File: src/rtl/muldiv_iterative_unit_if.sv
// rtl/muldiv_iterative_unit_if.sv - request/response bundle between the execute stage and the iterative mul/div unit
interface muldiv_iterative_unit_if #(
    parameter int XLEN = 32
);
    logic            start;
    logic [2:0]      op;
    logic [XLEN-1:0] operand1;
    logic [XLEN-1:0] operand2;
    logic            flush;
    logic            busy;
    logic            done;
    logic [XLEN-1:0] result;
    logic            err;

    modport master (
        output start, op, operand1, operand2, flush,
        input  busy, done, result, err
    );

    modport slave (
        input  start, op, operand1, operand2, flush,
        output busy, done, result, err
    );
endinterface

File: src/rtl/muldiv_iterative_unit.sv
// rtl/muldiv_iterative_unit.sv - radix-2 iterative RV M-extension unit; divide datapath built only with MULDIV_DIV_EN
module muldiv_iterative_unit #(
    parameter int XLEN = 32
) (
    input  logic                  clk_i,
    input  logic                  rst_ni,
    muldiv_iterative_unit_if.slave bus
);
    localparam int CW = $clog2(XLEN) + 1;

    localparam logic [2:0] OP_MUL    = 3'd0;
    localparam logic [2:0] OP_MULH   = 3'd1;
    localparam logic [2:0] OP_MULHSU = 3'd2;
    localparam logic [2:0] OP_MULHU  = 3'd3;
    localparam logic [2:0] OP_DIV    = 3'd4;
    localparam logic [2:0] OP_DIVU   = 3'd5;
    localparam logic [2:0] OP_REM    = 3'd6;
    localparam logic [2:0] OP_REMU   = 3'd7;

    typedef enum logic [1:0] {
        S_IDLE,
        S_CALC,
        S_FIX,
        S_DONE
    } state_e;

    state_e              state_q, state_d;
    logic [2:0]          op_q, op_d;
    logic [2*XLEN-1:0]   acc_q, acc_d;
    logic [XLEN-1:0]     opb_q, opb_d;
    logic                sign_q, sign_d;
    logic [CW-1:0]       cnt_q, cnt_d;
    logic [XLEN-1:0]     result_q, result_d;
    logic                busy_q, busy_d;
    logic                done_q, done_d;
    logic                err_q, err_d;

    logic                a_signed, b_signed;
    logic                a_neg, b_neg;
    logic [XLEN-1:0]     a_mag, b_mag;
    logic [XLEN:0]       mul_sum;
    logic [2*XLEN-1:0]   mul_step;
    logic [2*XLEN-1:0]   mul_full;
    logic [XLEN-1:0]     fix_result;
    logic                fix_err;

    // Operand magnitudes and signs for the request currently on the bus
    always_comb begin
        a_signed = (bus.op == OP_MULH) || (bus.op == OP_MULHSU) ||
                   (bus.op == OP_DIV)  || (bus.op == OP_REM);
        b_signed = (bus.op == OP_MULH) || (bus.op == OP_DIV) || (bus.op == OP_REM);
        a_neg    = a_signed & bus.operand1[XLEN-1];
        b_neg    = b_signed & bus.operand2[XLEN-1];
        a_mag    = a_neg ? -bus.operand1 : bus.operand1;
        b_mag    = b_neg ? -bus.operand2 : bus.operand2;
    end

    // Multiply: acc holds {partial high, remaining multiplier bits}, shifted right each cycle
    always_comb begin
        mul_sum  = {1'b0, acc_q[2*XLEN-1:XLEN]} + (acc_q[0] ? {1'b0, opb_q} : '0);
        mul_step = {mul_sum, acc_q[XLEN-1:1]};
        mul_full = sign_q ? -acc_q : acc_q;
    end

`ifdef MULDIV_DIV_EN
    localparam logic [XLEN-1:0] MIN_VAL = {1'b1, {(XLEN-1){1'b0}}};

    logic                div_ovf;
    logic [XLEN:0]       div_partial;
    logic [XLEN:0]       div_diff;
    logic                div_qbit;
    logic [2*XLEN-1:0]   div_step;
    logic [XLEN-1:0]     quot_fix;
    logic [XLEN-1:0]     rem_fix;

    // Divide reuses acc as {remainder, dividend shifting out / quotient shifting in}
    always_comb begin
        div_ovf     = b_signed && (bus.operand1 == MIN_VAL) && (&bus.operand2);
        div_partial = {acc_q[2*XLEN-1:XLEN], acc_q[XLEN-1]};
        div_diff    = div_partial - {1'b0, opb_q};
        div_qbit    = ~div_diff[XLEN];
        div_step    = {(div_qbit ? div_diff[XLEN-1:0] : div_partial[XLEN-1:0]),
                       acc_q[XLEN-2:0], div_qbit};
        quot_fix    = sign_q ? -acc_q[XLEN-1:0] : acc_q[XLEN-1:0];
        rem_fix     = sign_q ? -acc_q[2*XLEN-1:XLEN] : acc_q[2*XLEN-1:XLEN];
    end
`endif

    always_comb begin
        fix_result = '0;
        fix_err    = 1'b0;
        case (op_q)
            OP_MUL:                       fix_result = mul_full[XLEN-1:0];
            OP_MULH, OP_MULHSU, OP_MULHU: fix_result = mul_full[2*XLEN-1:XLEN];
`ifdef MULDIV_DIV_EN
            OP_DIV, OP_DIVU:              fix_result = quot_fix;
            OP_REM, OP_REMU:              fix_result = rem_fix;
`endif
            default: begin
                fix_result = '0;
                fix_err    = 1'b1;
            end
        endcase
    end

    always_comb begin
        state_d  = state_q;
        op_d     = op_q;
        acc_d    = acc_q;
        opb_d    = opb_q;
        sign_d   = sign_q;
        cnt_d    = cnt_q;
        result_d = result_q;
        done_d   = 1'b0;
        err_d    = 1'b0;

        if (bus.flush) begin
            state_d = S_IDLE;
        end else begin
            case (state_q)
                S_IDLE, S_DONE: begin
                    state_d = S_IDLE;
                    if (bus.start) begin
                        op_d    = bus.op;
                        cnt_d   = '0;
                        state_d = S_CALC;
                        if (!bus.op[2]) begin
                            acc_d  = {{XLEN{1'b0}}, b_mag};
                            opb_d  = a_mag;
                            sign_d = a_neg ^ b_neg;
                        end else begin
`ifdef MULDIV_DIV_EN
                            if (bus.operand2 == '0) begin
                                acc_d   = {bus.operand1, {XLEN{1'b1}}};
                                sign_d  = 1'b0;
                                state_d = S_FIX;
                            end else if (div_ovf) begin
                                acc_d   = {{XLEN{1'b0}}, bus.operand1};
                                sign_d  = 1'b0;
                                state_d = S_FIX;
                            end else begin
                                acc_d  = {{XLEN{1'b0}}, a_mag};
                                opb_d  = b_mag;
                                sign_d = (bus.op == OP_REM) ? a_neg : (a_neg ^ b_neg);
                            end
`else
                            state_d = S_FIX;
`endif
                        end
                    end
                end
                S_CALC: begin
                    cnt_d = cnt_q + CW'(1);
`ifdef MULDIV_DIV_EN
                    acc_d = op_q[2] ? div_step : mul_step;
`else
                    acc_d = mul_step;
`endif
                    if (cnt_q == CW'(XLEN - 1)) begin
                        state_d = S_FIX;
                    end
                end
                S_FIX: begin
                    result_d = fix_result;
                    done_d   = 1'b1;
                    err_d    = fix_err;
                    state_d  = S_DONE;
                end
                default: state_d = S_IDLE;
            endcase
        end

        busy_d = (state_d == S_CALC) || (state_d == S_FIX);
    end

    always_ff @(posedge clk_i or negedge rst_ni) begin
        if (!rst_ni) begin
            state_q  <= S_IDLE;
            op_q     <= '0;
            acc_q    <= '0;
            opb_q    <= '0;
            sign_q   <= 1'b0;
            cnt_q    <= '0;
            result_q <= '0;
            busy_q   <= 1'b0;
            done_q   <= 1'b0;
            err_q    <= 1'b0;
        end else begin
            state_q  <= state_d;
            op_q     <= op_d;
            acc_q    <= acc_d;
            opb_q    <= opb_d;
            sign_q   <= sign_d;
            cnt_q    <= cnt_d;
            result_q <= result_d;
            busy_q   <= busy_d;
            done_q   <= done_d;
            err_q    <= err_d;
        end
    end

    assign bus.busy   = busy_q;
    assign bus.done   = done_q;
    assign bus.result = result_q;
    assign bus.err    = err_q;

endmodule

File: src/flat_wrapper.sv
// flat-port wrapper written by rule: the top's interface ports become plain ports
module muldiv_iterative_unit_flat 
#(
    parameter int XLEN = 32
)
  (clk_i, rst_ni, bus_start, bus_op, bus_operand1, bus_operand2, bus_flush, bus_busy, bus_done, bus_result, bus_err);
  muldiv_iterative_unit_if #(.XLEN(XLEN)) bus_i ();
  input  logic clk_i;
  input  logic rst_ni;
  input wire logic [$bits(bus_i.start)-1:0] bus_start;
  input wire logic [$bits(bus_i.op)-1:0] bus_op;
  input wire logic [$bits(bus_i.operand1)-1:0] bus_operand1;
  input wire logic [$bits(bus_i.operand2)-1:0] bus_operand2;
  input wire logic [$bits(bus_i.flush)-1:0] bus_flush;
  output wire logic [$bits(bus_i.busy)-1:0] bus_busy;
  output wire logic [$bits(bus_i.done)-1:0] bus_done;
  output wire logic [$bits(bus_i.result)-1:0] bus_result;
  output wire logic [$bits(bus_i.err)-1:0] bus_err;
  assign bus_i.start = bus_start;
  assign bus_i.op = bus_op;
  assign bus_i.operand1 = bus_operand1;
  assign bus_i.operand2 = bus_operand2;
  assign bus_i.flush = bus_flush;
  assign bus_busy = bus_i.busy;
  assign bus_done = bus_i.done;
  assign bus_result = bus_i.result;
  assign bus_err = bus_i.err;
  muldiv_iterative_unit #(.XLEN(XLEN)) u_core (.clk_i(clk_i), .rst_ni(rst_ni), .bus(bus_i));
endmodule
File: config.mk
export PLATFORM = sky130hd
export DESIGN_NAME = muldiv_iterative_unit_flat
export DESIGN_NICKNAME = d
export VERILOG_FILES = /design/src/rtl/muldiv_iterative_unit_if.sv /design/src/rtl/muldiv_iterative_unit.sv /design/src/flat_wrapper.sv
export SDC_FILE = /design/constraint.sdc
export NUM_CORES = 1
export LEC_CHECK = 0
export CAP_MARGIN = 10
export CORE_UTILIZATION = 55
export CTS_BUF_LIST = sky130_fd_sc_hd__clkbuf_4 sky130_fd_sc_hd__clkbuf_8
export DETAILED_ROUTE_END_ITERATION = 12
export GPL_TIMING_DRIVEN = 0
export PLACE_DENSITY = 0.85
export SLEW_MARGIN = 20
export SYNTH_ARGS = -nofsm -noshare
export SYNTH_HDL_FRONTEND = slang
export SYNTH_SLANG_ARGS = --single-unit
File: constraint.sdc
create_clock -name clk_i -period 4.3 [get_ports clk_i]
set_input_delay 0.645 -clock clk_i [delete_from_list [all_inputs] [get_ports clk_i]]
set_output_delay 0.645 -clock clk_i [all_outputs]
set_load 0.03 [all_outputs]
==> results.cfg, run 1 <==
[final_layout]
multi_input_area_sq_um = 6620
fillCellCount = 1548
n_antenna_cell = 0
finalNetCount = 1514
layout_commonest_cell = nand2_1
drive_gt1_frac = 0.0522
syn2layout_area_growth_pct = 16.9
seqCellArea_sq_um = 3580
final_cell_mix = 199 x nand2_1, 149 x o21ai_0, 143 x dfrtp_1
postLayoutCoreUtil = 0.657
finalNonFillerCells = 1651

[power]
seq_power_share = 0.364
comb_power_share = 0.453
peakVddDrop_mv = 0.232
net-switching-power_uw = 2670
clockPowerShare = 0.182
pwr_density_cell_nw_per_um2 = 489
p_int_uw = 3360
leakagePower_uw = 0.00512
switching_share = 0.443

[clock_network]
hold_buffers = 0
cts_root_buf = clkbuf_8
cts.sinks = 143
cts_tree = yes
clock_path_buffers = 2
numCtsBuffers = 17
clkTransAtPathRegs_ps = 80
cts_max_level = 4
clock_latency_ps = 490

[timing]
drv_slew = 0
max_freq_mhz = 256
relSlewSlack = 0.531
worst_pin_slew_ps = 704
setup_viol = 0
period_minus_slack_ps = 3910
fin_ws_ps = 393
rsz0062_at_grt = false
finalSetupTns_ps = 0
holdWs_ps = 39.3
period_share = 0.909
skew_ps = 13.8
final-hold-violation-count = 0

[drt]
vias_per_cell = 6.26
postRouteAntennaNets = 0
dr.pass1.iters = 6
wl_mm = 31.4
vias = 10337
wl_per_cell_microns = 19.0
drt_iter0_markers = 1150
drc = 0

[critical_path]
critPathKind = reg -> reg
r2r_cells = 14
crit_path_start_kind = register
required_ps = 4700
endpoint = u_core.acc_q[57]
worstSetupStartpoint = u_core.acc_q[0]
r2r-end = u_core.acc_q[57]
r2r_setup_slack_ps = 390
crit_slowest_cell = o311ai_2
cp.arrival_ps = 4310
r2r_start = u_core.acc_q[0]
cp_max_fo = 10
path_cells = clkbuf_1 > clkbuf_2 > and2_1 > ha_1 > inv_1 > fa_1 > nand2b_1 > o2bb2ai_1 > a211oi_1 > o21bai_1 > o311ai_2 > a31oi_1 > xor2_1 > o21ai_0
critPathCaptureType = register
critical-path-max-stage-delay_ps = 500

[place]
pre_cts_slack_ps = -121
gpl.final_weighted_congestion = 0.996
dp.cells = 1619
dpl.hpwl_mm = 24.3
io_buffers = 105

[synth]
syn_inst = 1279
synth.avg_cell_area_sq_um = 8.24
synth_top_family_by_area = compound AO/OA/AOI/OAI gates
synth_simple_gate_area_frac = 0.214
synth_compound_area_frac = 0.234
ys_dominant_reg_cell = dfrtp_1
synth-seq-area-share = 0.339
syn-num-nets = 1389
async_flop_share = 1.00
synthAdderAreaFrac = 0.0470
synth_edf_count = 0
ys_warn_count = 0
synthMuxAreaShare = 0.0119
ys_types = 72
synthXorXnorAreaFrac = 0.120
netlist_area_sq_um = 10500
ys_ff_latch = 143

[die]
num_io_pins = 106
die_h_microns = 140
rows = 50
die_area_sq_um = 19700
chipWidth_microns = 140
core_sq_um = 18800
start_util = 0.562

[global_route]
grt_pass1_vias = 9687
grt_pass1_wl_mm = 50.7
grtUsageTotal = 0.328
grt_max_degree = 98
grt_overflow = 0
antenna_found_initial = 0

[outcome]
status = complete, no violations

[min_path]
worstHoldPathType = in -> async

[run]
cap_violations = 0
==> stage by stage <==
stage	instance area [sq um]	total power (uW)
floorplan	10500	3810
global placement	11900	4780
detailed placement	11900	4870
CTS	12300	5970
global route	12300	6340
finish	12300	6030
==> synthesized netlist by cell type (7+ instances only) <==
cell type	n	area, sq um
a21o_1	16	120
a21oi_1	77	385
and2_1	35	219
clkbuf_1	59	221
dfrtp_1	143	3580
ha_1	38	475
inv_1	24	90.1
mux2i_1	8	80.1
nand2_1	199	747
nand2b_1	16	100
nand3_1	24	120
nand4_1	7	43.8
nor2_1	73	274
nor2b_1	8	50.1
nor3_1	23	115
nor4_1	11	68.8
o211ai_1	12	90.1
o21ai_0	149	746
o21ai_1	9	45.0
o221ai_1	19	166
o31ai_1	32	240
o41ai_1	10	87.6
or3_1	19	119
or4_1	12	90.1
xnor2_1	51	447
xor2_1	94	823
==> registers in the layout, indices dropped and copies added (netlist names) <==
| register | flops |
|---|---|
| u_core.bus.busy | 1 |
| u_core.bus.done | 1 |
| u_core.opb_q | 32 |
| u_core.op_q | 3 |
| u_core.bus.err | 1 |
| u_core.sign_q | 1 |
| u_core.cnt_q | 6 |
| u_core.state_q | 2 |
| u_core.bus.result | 32 |
| u_core.acc_q | 64 |
==> metal layers <==
metal | track usage | share of wire | routed length (microns)
met1 | 0.444 | 0.43 | 13600
met2 | 0.510 | 0.45 | 14100
met3 | 0.0697 | 0.083 | 2620
met4 | 0.138 | 0.033 | 1020
met5 | 0 | 0 | 0
==> worst max-delay path, delay by kind of cell (launching register included) <==
family	cells	cell delay (ps)
AO/OA/AOI/OAI	6	1520
buffers and inverters	3	910
XOR/XNOR	1	160
adder cells (fa/ha/maj)	2	540
flip-flops	1	330
AND/OR/NAND/NOR	2	370
==> area by class of cell <==
| type | count | area share |
|---|---|---|
| multi-input combinational | 1044 | 0.537 |
| sequential | 143 | 0.290 |
| timing repair buffer | 106 | 0.0879 |
| tap | 234 | 0.0238 |
| buffer | 68 | 0.0217 |
| clock buffer | 19 | 0.0212 |
| clock inverter | 13 | 0.0112 |
| inverter | 24 | 0.00731 |
==> cells by family after synthesis <==
| kind of cell | count (synthesis) |
|---|---|
| xor gates and xnor gates | 145 |
| DFF | 143 |
| AOI/OAI and AO/OA | 388 |
| and+or+nand+nor | 460 |
| buffers and inverters | 92 |
| adders and majority gates | 39 |
| muxes | 12 |
==> power groups by stage <==
stage	Sequential (uW)	Combinational [uW]	Clock (uW)
3_3_place_gp	2180	2600	0
6_report	2200	2730	1100
3_5_place_dp	2200	2670	0
5_1_grt	2240	2940	1160
4_1_cts	2180	2680	1110
2_1_floorplan	2350	1470	0
==> how the worst min path moves through the flow <==
stage               cells past startpoint  slack [ps]               end             start
finish                                  1          40  u_core.acc_q[57]            rst_ni
floorplan                               0         350   u_core.acc_q[0]            rst_ni
global route                            1          60  u_core.acc_q[57]            rst_ni
global placement                        2         450  u_core.opb_q[29]  u_core.opb_q[29]
CTS                                     1          50  u_core.acc_q[57]            rst_ni
detailed placement                      2         460   u_core.opb_q[0]   u_core.opb_q[0]
==> what timing repair did <==
action | 4_1_cts | 5_1_grt
setup buffers | 0 | 0
endpoints found under the setup margin | 3 | 3
gates resized for setup | 1 | 3
Note: power is estimated with default switching activity, not from simulation.
==> run 2, diff against run 1 <==
Settings changed: CORE_UTILIZATION 55 to 60, PLACE_DENSITY 0.85 to 0.91.
==> run 2 against run 1 <==
Critical path depth decreased by 1. Maximum frequency decreased by 2.8%. Via count increased by 1.1%. Cell count decreased by 0.55%. Core utilization increased by 5.6 points. Count of clock-buffer cells in the layout decreased by 1. Combinational power about the same. Register-to-register slack got worse by 110 ps. Die area decreased by 8.2%. Non-clock buffer count unchanged. Wire length decreased by 0.89%. Largest cell class unchanged.
==> results.cfg, run 2 (synthesis gave the netlist of run 1 again) <==
[critical_path]
crit_path_start_kind = register
critPathCaptureType = register
r2r_cells = 13
r2r_start = u_core.acc_q[0]
required_ps = 4660
cp.arrival_ps = 4380
cp_max_fo = 10
critPathKind = reg -> reg
r2r_setup_slack_ps = 280
r2r-end = u_core.acc_q[59]

[timing]
max_freq_mhz = 249
rsz0062_at_grt = false
skew_ps = 16.6
period_share = 0.935
setup_viol = 0
relSlewSlack = 0.513
finalSetupTns_ps = 0
period_minus_slack_ps = 4020
worst_pin_slew_ps = 731
final-hold-violation-count = 0
drv_slew = 0

[drt]
drc = 0
wl_mm = 31.1
vias = 10454
vias_per_cell = 6.37
drt_iter0_markers = 1182
dr.pass1.iters = 8
wl_per_cell_microns = 18.9
postRouteAntennaNets = 0

[die]
start_util = 0.612
die_area_sq_um = 18100
die_h_microns = 135
rows = 48
chipWidth_microns = 135
num_io_pins = 106
core_sq_um = 17200

[global_route]
antenna_found_initial = 0
grt_pass1_wl_mm = 50.1
grtUsageTotal = 0.354
grt_pass1_vias = 9594
grt_overflow = 0
grt_max_degree = 96

[final_layout]
finalNetCount = 1514
finalNonFillerCells = 1642
regMostFlops = u_core.acc_q
drive_gt1_frac = 0.0515
largest_register_ffs = 64
fillCellCount = 1372
final_cell_mix = 199 x nand2_1, 149 x o21ai_0, 143 x dfrtp_1
layout_commonest_cell = nand2_1
n_antenna_cell = 0
fin_area_sq_um = 12300
syn2layout_area_growth_pct = 16.6

[clock_network]
clkTransAtPathRegs_ps = 90
clock_latency_ps = 470
hold_buffers = 0
clock_path_buffers = 2
cts_setup_buffers = 0
numCtsBuffers = 17
cts.sinks = 143
cts_max_level = 4
cts_tree = yes
cts_root_buf = clkbuf_8

[place]
io_buffers = 105
gpl.final_weighted_congestion = 1.02
dp.cells = 1610
placed_area_sq_um = 11900
dpl.hpwl_mm = 24.1

[outcome]
status = complete, no violations

[run]
cap_violations = 0

[power]
peakVddDrop_mv = 0.400
p_total_uw = 6000
pwr_density_cell_nw_per_um2 = 488
leakagePower_uw = 0.00512

[min_path]
worstHoldPathType = in -> async
-- run 2: worst max-delay path, stage by stage, from the launching register on --
cell and delay [ps]:
dfrtp_1 330, clkbuf_1 450, clkbuf_2 400, and2_1 180, ha_1 160, inv_1 50, fa_1 370, nand2b_1 180
o2bb2ai_1 190, a211oi_1 310, o21bai_1 200, o311ai_1 640, a211oi_1 180, o31ai_1 270
-- run 2: per-layer routing --
layer	wire length, microns	vias to the layer above	global-route usage
met5	0	-	0
met4	1040	0	0.141
met3	3120	97	0.0724
met2	13900	599	0.548
met1	13000	4921	0.487
li1	-	4837	-
-- run 2: area by class of cell --
type,count,area [sq um],area share
Multi-Input combinational cell,1044,6610,0.538
Sequential cell,143,3580,0.291
Timing Repair Buffer,106,1080,0.0882
Tap cell,225,282,0.0229
Buffer,68,268,0.0218
Clock buffer,18,248,0.0202
Clock inverter,14,131,0.0107
Inverter,24,90.1,0.00733
-- run 2: worst max path at each step --
stage                          from  cells after the start                to
detailed placement  u_core.acc_q[0]                     14  u_core.acc_q[57]
global placement             rst_ni                      1   u_core.cnt_q[0]
CTS                 u_core.acc_q[0]                     14  u_core.acc_q[57]
floorplan           u_core.acc_q[0]                     14  u_core.acc_q[57]
finish              u_core.acc_q[0]                     13  u_core.acc_q[59]
global route        u_core.acc_q[0]                     14  u_core.acc_q[57]
-- run 2: what timing repair did --
action,in CTS,in global routing
endpoints found under the setup margin,2,2
cloned,0,0
pin swaps,0,0
gates resized for setup,1,2
-- run 2: power breakdown --
group          internal (uW)  leakage, uW  switching [uW]  total (uW)
Clock                    480     0.000194             568        1050
Combinational           1060      0.00305            1680        2750
Sequential              1750      0.00187             453        2200
Total                   3300      0.00512            2700        6000
-- run 2: stage by stage --
stage	hold WS [ps]	setup slack (ps)	utilization
after floorplan	349	1050	-
after global placement	453	-2920	0.689
after detailed placement	464	-40.9	0.691
after CTS	57.0	187	0.713
after global routing	81.0	55.6	0.713
final	60.1	281	0.713
